[src/rtl/sfx_scheduler.sv]
// sfx_scheduler: fixed-priority sound-effect arbiter driving one square-wave tone.
// Ports: clk, rst_n (sync, active-low), req[NUM_REQ] (edge-detected triggers),
//   vol_num[4] (live volume), audio[16] (signed sample, 0 when silent),
//   busy (effect playing), cur_id (last granted source), ack (grant pulse),
//   done (natural-completion pulse).
module sfx_scheduler #(
  parameter int NUM_REQ = 4,
  parameter int DIV_W = 22,
  parameter int DUR_W = 32,
  parameter logic [NUM_REQ*DIV_W-1:0] DIV_TABLE =
    {22'd60000, 22'd75000, 22'd90000, 22'd120000},
  parameter logic [NUM_REQ*DUR_W-1:0] DUR_TABLE = {4{32'd5000000}},
  parameter logic [15:0] GAP_CYCLES = 16'd1000
) (
  input  logic                       clk,
  input  logic                       rst_n,
  input  logic [NUM_REQ-1:0]         req,
  input  logic [3:0]                 vol_num,
  output logic [15:0]                audio,
  output logic                       busy,
  output logic [$clog2(NUM_REQ)-1:0] cur_id,
  output logic [NUM_REQ-1:0]         ack,
  output logic                       done
);

  localparam int IW = $clog2(NUM_REQ);

  typedef enum logic [1:0] {
    S_IDLE = 2'd0,
    S_PLAY = 2'd1,
    S_GAP  = 2'd2
  } state_t;

  state_t             state, state_n;
  logic [NUM_REQ-1:0] pend, pend_n;
  logic [NUM_REQ-1:0] req_prev;
  logic [DUR_W-1:0]   dur_cnt, dur_n;
  logic [DIV_W-1:0]   half_cnt, half_n;
  logic [DIV_W-1:0]   div_r, div_n;
  logic               phase, phase_n;
  logic [15:0]        gap_cnt, gap_n;
  logic [IW-1:0]      id_n;
  logic [NUM_REQ-1:0] ack_n;
  logic               done_n;

  logic [NUM_REQ-1:0] rise;
  logic [IW-1:0]      gnt;
  logic               gnt_v;
  logic               load;
  logic [DIV_W-1:0]   div_raw, ld_div;
  logic [DUR_W-1:0]   dur_raw, ld_dur;
  logic [15:0]        amp_p, amp_n;

  assign rise  = req & ~req_prev;
  assign gnt_v = |pend;

  // Lowest set index wins: scan high to low so the last hit is the lowest.
  always_comb begin
    gnt = '0;
    for (int i = NUM_REQ - 1; i >= 0; i--) begin
      if (pend[i]) gnt = IW'(i);
    end
  end

  assign div_raw = DIV_TABLE[int'(gnt)*DIV_W +: DIV_W];
  assign dur_raw = DUR_TABLE[int'(gnt)*DUR_W +: DUR_W];
  assign ld_div  = (div_raw == '0) ? DIV_W'(1) : div_raw;
  assign ld_dur  = (dur_raw == '0) ? DUR_W'(1) : dur_raw;

  always_comb begin
    amp_p = 16'h0400;
    amp_n = 16'hFC00;
    case (vol_num)
      4'd5: begin amp_p = 16'h4000; amp_n = 16'hC000; end
      4'd4: begin amp_p = 16'h3000; amp_n = 16'hD000; end
      4'd3: begin amp_p = 16'h2000; amp_n = 16'hE000; end
      4'd2: begin amp_p = 16'h1000; amp_n = 16'hF000; end
      4'd1: begin amp_p = 16'h0800; amp_n = 16'hF800; end
      4'd0: begin amp_p = 16'h0000; amp_n = 16'h0000; end
      default: begin amp_p = 16'h0400; amp_n = 16'hFC00; end
    endcase
  end

  assign busy  = (state == S_PLAY);
  assign audio = busy ? (phase ? amp_p : amp_n) : 16'h0000;

  always_comb begin
    state_n = state;
    pend_n  = pend;
    dur_n   = dur_cnt;
    half_n  = half_cnt;
    div_n   = div_r;
    phase_n = phase;
    gap_n   = gap_cnt;
    id_n    = cur_id;
    ack_n   = '0;
    done_n  = 1'b0;
    load    = 1'b0;
    unique case (state)
      S_IDLE: load = gnt_v;
      S_PLAY: begin
        // Completion outranks any preempt/retrigger seen on the same edge.
        if (dur_cnt <= DUR_W'(1)) begin
          done_n = 1'b1;
          dur_n  = '0;
          if (GAP_CYCLES == 16'd0) begin
            state_n = S_IDLE;
          end else begin
            state_n = S_GAP;
            gap_n   = GAP_CYCLES;
          end
        end else if (gnt_v && gnt <= cur_id) begin
          load = 1'b1;
        end else begin
          dur_n = dur_cnt - DUR_W'(1);
          if (half_cnt >= div_r - DIV_W'(1)) begin
            half_n  = '0;
            phase_n = ~phase;
          end else begin
            half_n = half_cnt + DIV_W'(1);
          end
        end
      end
      S_GAP: begin
        if (gnt_v && gnt < cur_id) begin
          load = 1'b1;
        end else begin
          gap_n = (gap_cnt == 16'd0) ? 16'd0 : gap_cnt - 16'd1;
          if (gap_cnt <= 16'd1) state_n = S_IDLE;
        end
      end
      default: state_n = S_IDLE;
    endcase
    if (load) begin
      pend_n[gnt] = 1'b0;
      ack_n[gnt]  = 1'b1;
      id_n        = gnt;
      dur_n       = ld_dur;
      div_n       = ld_div;
      half_n      = '0;
      phase_n     = 1'b1;
      state_n     = S_PLAY;
    end
    // New edges land after the grant clear so they are never lost.
    pend_n = pend_n | rise;
  end

  always_ff @(posedge clk) begin
    if (!rst_n) begin
      state    <= S_IDLE;
      pend     <= '0;
      req_prev <= '1;
      dur_cnt  <= '0;
      half_cnt <= '0;
      div_r    <= '0;
      phase    <= 1'b0;
      gap_cnt  <= '0;
      cur_id   <= '0;
      ack      <= '0;
      done     <= 1'b0;
    end else begin
      state    <= state_n;
      pend     <= pend_n;
      req_prev <= req;
      dur_cnt  <= dur_n;
      half_cnt <= half_n;
      div_r    <= div_n;
      phase    <= phase_n;
      gap_cnt  <= gap_n;
      cur_id   <= id_n;
      ack      <= ack_n;
      done     <= done_n;
    end
  end

endmodule

[config.mk]
export PLATFORM = sky130hd
export DESIGN_NAME = sfx_scheduler
export DESIGN_NICKNAME = d
export VERILOG_FILES = /design/src/rtl/sfx_scheduler.sv
export SDC_FILE = /design/constraint.sdc
export NUM_CORES = 1
export LEC_CHECK = 0
export ABC_CLOCK_PERIOD_IN_PS = 3540
export CORE_ASPECT_RATIO = 1.4
export CORE_MARGIN = 2
export CORE_UTILIZATION = 60
export DETAILED_ROUTE_END_ITERATION = 10
export MAX_ROUTING_LAYER = met4
export PLACE_DENSITY = 0.8
export SKIP_LAST_GASP = 1
export SLEW_MARGIN = 20
export SYNTH_ARGS = -nofsm -noshare
export SYNTH_HDL_FRONTEND = slang
export SYNTH_SLANG_ARGS = --single-unit
[constraint.sdc]
create_clock -name clk -period 3.54 [get_ports clk]
set_input_delay 0.354 -clock clk [delete_from_list [all_inputs] [get_ports clk]]
set_output_delay 0.354 -clock clk [all_outputs]
set_load 0.01 [all_outputs]
==> results of run 1 <==
==> cell type report <==
cell class	count	area, µm²	share of cell area [%]
Clock buffer	10	239	3.87
Inverter	23	86.3	1.40
Sequential cell	96	1920	31.1
Tap cell	107	134	2.17
Timing Repair Buffer	40	358	5.79
Clock inverter	6	82.6	1.34
Multi-Input combinational cell	538	3360	54.4
==> metrics by stage <==
stage / instance area (µm²) / util (%) / setup slack (ns)
finish: 6180 / 68.5 / 0.381
global route: 6180 / 68.5 / 0.0766
CTS: 6180 / 68.5 / 0.274
detailed placement: 5860 / 64.9 / 0.292
global placement: 5860 / 64.9 / 0.396
floorplan: 5590 / - / 0.458
==> layer usage <==
metal / share of wire [%] / vias up / track usage (%)
met5: 0 / - / -
met1: 38 / 2380 / 30.6
met3: 4.2 / 56 / 4.56
met4: 4.6 / 0 / 14.7
li1: - / 2496 / -
met2: 53 / 185 / 50.4
==> registers in the layout, summed over array words and instances (netlist names) <==
| register | count |
|---|---|
| cur_id | 1 |
| gap_cnt | 16 |
| phase | 1 |
| state | 2 |
| dur_cnt | 32 |
| div_r | 9 |
| done | 1 |
| pend | 4 |
| half_cnt | 22 |
| ack | 4 |
| req_prev | 4 |
==> worst max-delay path: stages (launching register included) <==
cell and delay, ns:
dfxtp_1 0.32, inv_1 0.09, a21oi_1 0.07, nor2_1 0.34, inv_1 0.18, ha_1 0.22
nor2b_1 0.34, o21ai_0 0.27, a32oi_1 0.28, buf_4 0.19, and2_1 0.37, a21oi_1 0.11
a311oi_1 0.28
==> what timing repair did <==
item	4_1_cts	5_1_grt
endpoints found under the setup margin	0	22
gates resized for setup	0	1
setup buffers	0	0
==> cells by family (layout without fill, tap and decap cells) <==
family | count (synthesis) | after routing | synth area share (%)
simple gates | 293 | 293 | 26.2
compound gates | 151 | 151 | 17.9
flops | 96 | 96 | 34.6
buf+inv | 65 | 79 | 5.57
xor+xnor | 48 | 48 | 7.57
fa+ha+maj | 35 | 35 | 7.89
other cells | 1 | 10 | 0.0675
mux | 1 | 1 | 0.180
==> worst min path at each step <==
stage                                          end  slack, ns
final                     half_cnt[1]$_SDFFE_PP0P_       0.48
after global routing       gap_cnt[6]$_SDFFE_PN0P_       0.50
after CTS                 half_cnt[1]$_SDFFE_PP0P_       0.48
after detailed placement  half_cnt[1]$_SDFFE_PP0P_       0.47
after global placement    dur_cnt[29]$_SDFFE_PN0P_       0.46
after floorplan           dur_cnt[25]$_SDFFE_PN0P_       0.44
==> power by group <==
group          internal, µW  leakage, µW  switching (µW)
logic                   534      0.00138             902
registers              1190     0.000781             116
clock network           634     0.000158             415
total                  2360      0.00232            1430
==> cells in the final DEF (no fill, tap or decap), types with 12 or more instances in the layout <==
cell type	netlist	layout
a21oi_1	56	56
buf_4	13	17
clkdlybuf4s50_1	0	23
dfxtp_1	96	96
ha_1	35	35
inv_1	23	23
nand2_1	50	50
nand2b_1	12	12
nand3_1	19	19
nand4_1	15	15
nor2_1	85	85
nor3_1	43	42
nor4_1	21	21
o21ai_0	32	32
xnor2_1	30	30
xor2_1	18	18
==> metrics.md, run 1 <==
| Metric | Value |
|---|---|
| Status | completed |
| Synth unique cells | 62 |
| CTS H-Tree Depth | 3 |
| Die Width | 85.3 µm |
| Most frequent cell after synthesis | dfxtp_1 |
| Hold WC Path Type | reg -> reg |
| Setup TNS | 0 ns |
| Post-route DRC violation count | 0 |
| 1st-pass router iterations | 5 |
| Root Driver | clkbuf_16 |
| Pleak | 0.00232 µW |
| Final WL | 13600 µm |
| Req. time, crit path | 3.79 ns |
| Clock Path Buffers | 2 |
| Fin Clk Skew | 0.00612 ns |
| IO Pins | 34 |
| # rows | 41 |
| DR vias/cell | 6.24 |
| Type of the worst setup path | reg -> reg |
| Synth area leader | dfxtp_1 |
| Overall power | 3790 µW |
| R2R setup slack | 0.38 ns |
| Max-Cap Viols | 0 |
| Seq/Total Area, Yosys | 34.6% |
| Port Buffers | 23 |
| Antenna diodes | 0 |
| Clock Sinks | 96 |
| Fill count | 759 |
| Commonest register cell after synthesis | dfxtp_1 |
| Syn Area/Cell | 8.05 µm² |
| Worst Min Path Start | half_cnt[1]$_SDFFE_PP0P_ |
| Tmin final | 3.16 ns |
| Fraction of layout cells with a size suffix above 1 | 6.73% |
| Setup crit end | dur_cnt[30]$_SDFFE_PN0P_ |
| Area delta synth->final | 11.4% |
| Post-synth top area share | 34.6% |
| RSZ-0062 raised after global routing | false |
| Dpl cells | 804 |
| Ys async rst share | 0% |
| Via count | 5117 |
| Gate Count Post-Synth | 690 |
| Synth Warn # | 0 |
| Cts bufs inserted | 9 |
| First-pass GRT wire length | 22900 µm |
| DR WL/cell | 16.6 µm |
| Core Box Area | 9030 µm² |
| CP endpoint kind | flip-flop |
| CP startpoint | pend[2]$_SDFF_PN0_ |
| Non-filler cells in the finished layout | 820 |
| Worst-margin pin slew | 0.854 ns |
| Die Span Y | 118 µm |
| Fin. Hold Viols | 0 |
| Hpwl dp | 9760 µm |
| Critical path arrival | 3.41 ns |
| Fmax | 0.317 GHz |
| Gpl congestion | 0.946 |
| Critical path startpoint category | flip-flop |
| Reg-to-reg critical path endpoint | dur_cnt[30]$_SDFFE_PN0P_ |
| Vias in the first global route | 4987 |
| Hold path depth | 2 |
| Clk slew on worst S/H paths | 0.07 ns |
| Top post-synthesis cells by area | dfxtp_1 35%, ha_1 7.9%, nor2_1 5.7%, a21oi_1 5.0%, xnor2_1 4.7% |
| Final ANT Viol Nets | 0 |
| Syn Std Cell Area | 5550 µm² |
| # setup viols final | 0 |
| Total die area | 10000 µm² |
| Power Dens Cells | 613 nW/µm² |
| Overall routing resource usage | 28.7% |
| Initial Util | 61.5% |
| Nets | 753 |
| #FFs+latches synth | 96 |
| Worst Path Max Fanout | 11 |
| Initial DRC count | 318 |
| Final cycle utilization of the critical path | 89.2% |
| R2R cell count | 12 |
| Peak supply drop | 0.000345 V |
| Cts-stage hold buffer count | 0 |
| Post-synth EDFFs | 0 |
| Synth cell count leaders | 96 x dfxtp_1, 85 x nor2_1, 56 x a21oi_1 |
| Relative slew slack | 43.1% |
| Largest net degree at the start of global routing | 20 |
| GR Overflow Total | 0 |
| CTS tree | yes |
| Initial antenna violation count | 0 |
| Reg-to-reg critical path startpoint | pend[2]$_SDFF_PN0_ |
| Slew Limit Fails | 0 |
| Min Hold Slack | 0.483 ns |
| Clk_lat worst skew | 0.35 ns |
Note: power is estimated with default switching activity, not from simulation.
==> inputs of run 2 (changes only) <==
CORE_MARGIN = unset   (was 2)
GPL_ROUTABILITY_DRIVEN = 1   (was unset)
==> run 2 against run 1 <==
Setup slack better by 0.024 ns. Routed wire length grew 0.48%. Count of clock-buffer cells in the layout rose by 3. Critical path type unchanged. Global-route usage rose by 0.57 points. Register-to-register slack improved by 0.02 ns. Maximum frequency grew 0.76%. Combinational power barely moved. Non-clock buffer count stayed put.
==> metrics.md, run 2 (synthesized netlist as in run 1, its figures left out) <==
| Metric | Value |
|---|---|
| Final WL | 13700 µm (was 13600 µm) |
| Reg-to-reg critical path endpoint | dur_cnt[30]$_SDFFE_PN0P_ (unchanged) |
| Vias in the first global route | 4760 (was 4987) |
| RSZ-0062 raised after global routing | false (unchanged) |
| CTS H-Tree Depth | 3 (unchanged) |
| Type of the worst setup path | reg -> reg (unchanged) |
| R2R setup slack | 0.41 ns (was 0.38 ns) |
| Fill count | 748 (was 759) |
| DR WL/cell | 16.7 µm (was 16.6 µm) |
| IO Pins | 34 (unchanged) |
| Total die area | 9650 µm² (was 10000 µm²) |
| Power Dens Cells | 604 nW/µm² (was 613 nW/µm²) |
| Die Width | 83.3 µm (was 85.3 µm) |
| Commonest non-fill, non-tap cells in the layout | 96 x dfxtp_1, 85 x nor2_1, 56 x a21oi_1 (unchanged) |
| Clk slew on worst S/H paths | 0.07 ns (about the same) |
| Critical path startpoint category | flip-flop (unchanged) |
| GR Overflow Total | 0 (unchanged) |
| Setup TNS | 0 ns (unchanged) |
| # setup viols final | 0 (unchanged) |
| Area delta synth->final | 11.0% (was 11.4%) |
| Fraction of layout cells with a size suffix above 1 | 6.45% (was 6.73%) |
| Worst-margin pin slew | 0.836 ns (was 0.854 ns) |
| Req. time, crit path | 3.79 ns (about the same) |
| Non-filler cells in the finished layout | 820 (unchanged) |
| Relative slew slack | 43.5% (was 43.1%) |
| 1st-pass router iterations | 5 (unchanged) |
| Root Driver | clkbuf_16 (unchanged) |
| First-pass GRT wire length | 21900 µm (was 22900 µm) |
| Port Buffers | 23 (unchanged) |
| Fmax | 0.319 GHz (was 0.317 GHz) |
| Antenna diodes | 0 (unchanged) |
| Clock Sinks | 96 (unchanged) |
| Largest register by flop count | dur_cnt (unchanged) |
| CP endpoint kind | flip-flop (unchanged) |
| Die Span Y | 116 µm (was 118 µm) |
| Final cycle utilization of the critical path | 88.6% (was 89.2%) |
| # rows | 41 (unchanged) |
| Fin Clk Skew | 0.00806 ns (was 0.00612 ns) |
| Max FFs per register | 32 (unchanged) |
| Hpwl dp | 9960 µm (was 9760 µm) |
| Status | completed (unchanged) |
| Via count | 5141 (was 5117) |
| Initial DRC count | 343 (was 318) |
| Pleak | 0.00231 µW (was 0.00232 µW) |
| Initial Util | 61.8% (was 61.5%) |
| Peak supply drop | 0.000410 V (was 0.000345 V) |
| Max-Cap Viols | 0 (unchanged) |
| Clock Path Buffers | 2 (unchanged) |
| Total setup buffers inserted after CTS | 0 (unchanged) |
| Dpl cells | 804 (unchanged) |
| CP startpoint | pend[2]$_SDFF_PN0_ (unchanged) |
| Overall routing resource usage | 29.3% (was 28.7%) |
| Hold WC Path Type | reg -> reg (unchanged) |
| Core Box Area | 8980 µm² (was 9030 µm²) |
| Fin. Hold Viols | 0 (unchanged) |
| Tmin final | 3.13 ns (was 3.16 ns) |
| Gpl congestion | 0.922 (was 0.946) |
| Min Hold Slack | 0.480 ns (was 0.483 ns) |
| Critical path arrival | 3.39 ns (was 3.41 ns) |
| Initial antenna violation count | 0 (unchanged) |
| Util after Layout | 68.6% (was 68.5%) |
| DR vias/cell | 6.27 (was 6.24) |
| Biggest regs | dur_cnt: 32 flops, half_cnt: 22 flops, gap_cnt: 16 flops (unchanged) |
| Worst Path Max Fanout | 11 (unchanged) |
| Setup crit end | dur_cnt[30]$_SDFFE_PN0P_ (unchanged) |
| Slew Limit Fails | 0 (unchanged) |
| Cts bufs inserted | 9 (unchanged) |
| CTS tree | yes (unchanged) |
| R2R cell count | 12 (unchanged) |
| Nets | 753 (unchanged) |
| Most common cell after layout, fill and taps aside | dfxtp_1 (unchanged) |
| Reg-to-reg critical path startpoint | pend[2]$_SDFF_PN0_ (unchanged) |
| Clk_lat worst skew | 0.34 ns (was 0.35 ns) |
| Cts-stage hold buffer count | 0 (unchanged) |
| Final ANT Viol Nets | 0 (unchanged) |
| Post-route DRC violation count | 0 (unchanged) |
| Largest net degree at the start of global routing | 20 (unchanged) |
==> run 2: changes by cell type in the layout (fill, tap and decap cells not counted) <==
cell and delta:
clkinvlp_4 -1, clkinv_2 -1, bufinv_16 -1, clkbuf_8 +1, clkbuf_1 +2
==> run 2: report_power, final <==
group	switching (µW)	total [µW]	internal, µW
logic	900	1430	534
clock network	400	984	585
registers	117	1300	1190
==> run 2: repair_timing <==
action / 4_1_cts / 5_1_grt
endpoints found under the setup margin: 0 / 18
resized for setup: 0 / 1
endpoints found under the hold margin: 0 / 0
==> run 2: how the worst min path moves through the flow <==
stage,from,to,slack (ns),cells past startpoint
final,gap_cnt[3]$_SDFFE_PN0P_,gap_cnt[3]$_SDFFE_PN0P_,0.48,2
after global routing,gap_cnt[3]$_SDFFE_PN0P_,gap_cnt[3]$_SDFFE_PN0P_,0.50,2
after global placement,gap_cnt[3]$_SDFFE_PN0P_,gap_cnt[3]$_SDFFE_PN0P_,0.46,2
after floorplan,dur_cnt[25]$_SDFFE_PN0P_,dur_cnt[25]$_SDFFE_PN0P_,0.44,2
after CTS,gap_cnt[3]$_SDFFE_PN0P_,gap_cnt[3]$_SDFFE_PN0P_,0.48,2
after detailed placement,gap_cnt[3]$_SDFFE_PN0P_,gap_cnt[3]$_SDFFE_PN0P_,0.47,2
==> run 2: cell type report <==
class	instances	area (µm²)	area share (%)
clock inverters	3	40.0	0.650
repair buffers	40	358	5.81
clock buffers	13	260	4.22
multi-input cells	538	3360	54.5
inverters	23	86.3	1.40
flip-flops and latches	96	1920	31.2
well taps	107	134	2.17
==> run 2: worst max-delay path, cell delays in order, from the launching register on <==
cell	delay, ns
dfxtp_1	0.32
inv_1	0.07
a21oi_1	0.07
nor2_1	0.33
inv_1	0.18
ha_1	0.23
nor2b_1	0.36
o21ai_0	0.26
a32oi_1	0.28
buf_4	0.20
and2_1	0.37
a21oi_1	0.12
a311oi_1	0.25
==> run 2: routing by layer <==
layer	GRT usage [%]	part of all wire, %
met1	30.2	39
met4	15.9	3.8
met3	4.13	4.4
met2	53.9	53
met5	-	0
==> run 2: stage by stage <==
| step | total power, µW | cell area (µm²) | setup WS (ns) |
|---|---|---|---|
| after floorplan | 2370 | 5590 | 0.458 |
| after global placement | 2680 | 5860 | 0.475 |
| after detailed placement | 2730 | 5860 | 0.342 |
| after CTS | 3710 | 6160 | 0.344 |
| after global routing | 3940 | 6160 | 0.183 |
| final | 3720 | 6160 | 0.405 |
==> inputs of run 3 (changes only) <==
ABC_CLOCK_PERIOD_IN_PS = unset   (was 3540)
==> results of run 3 <==
Final layout, timing and power as in run 2 (identical DEF).
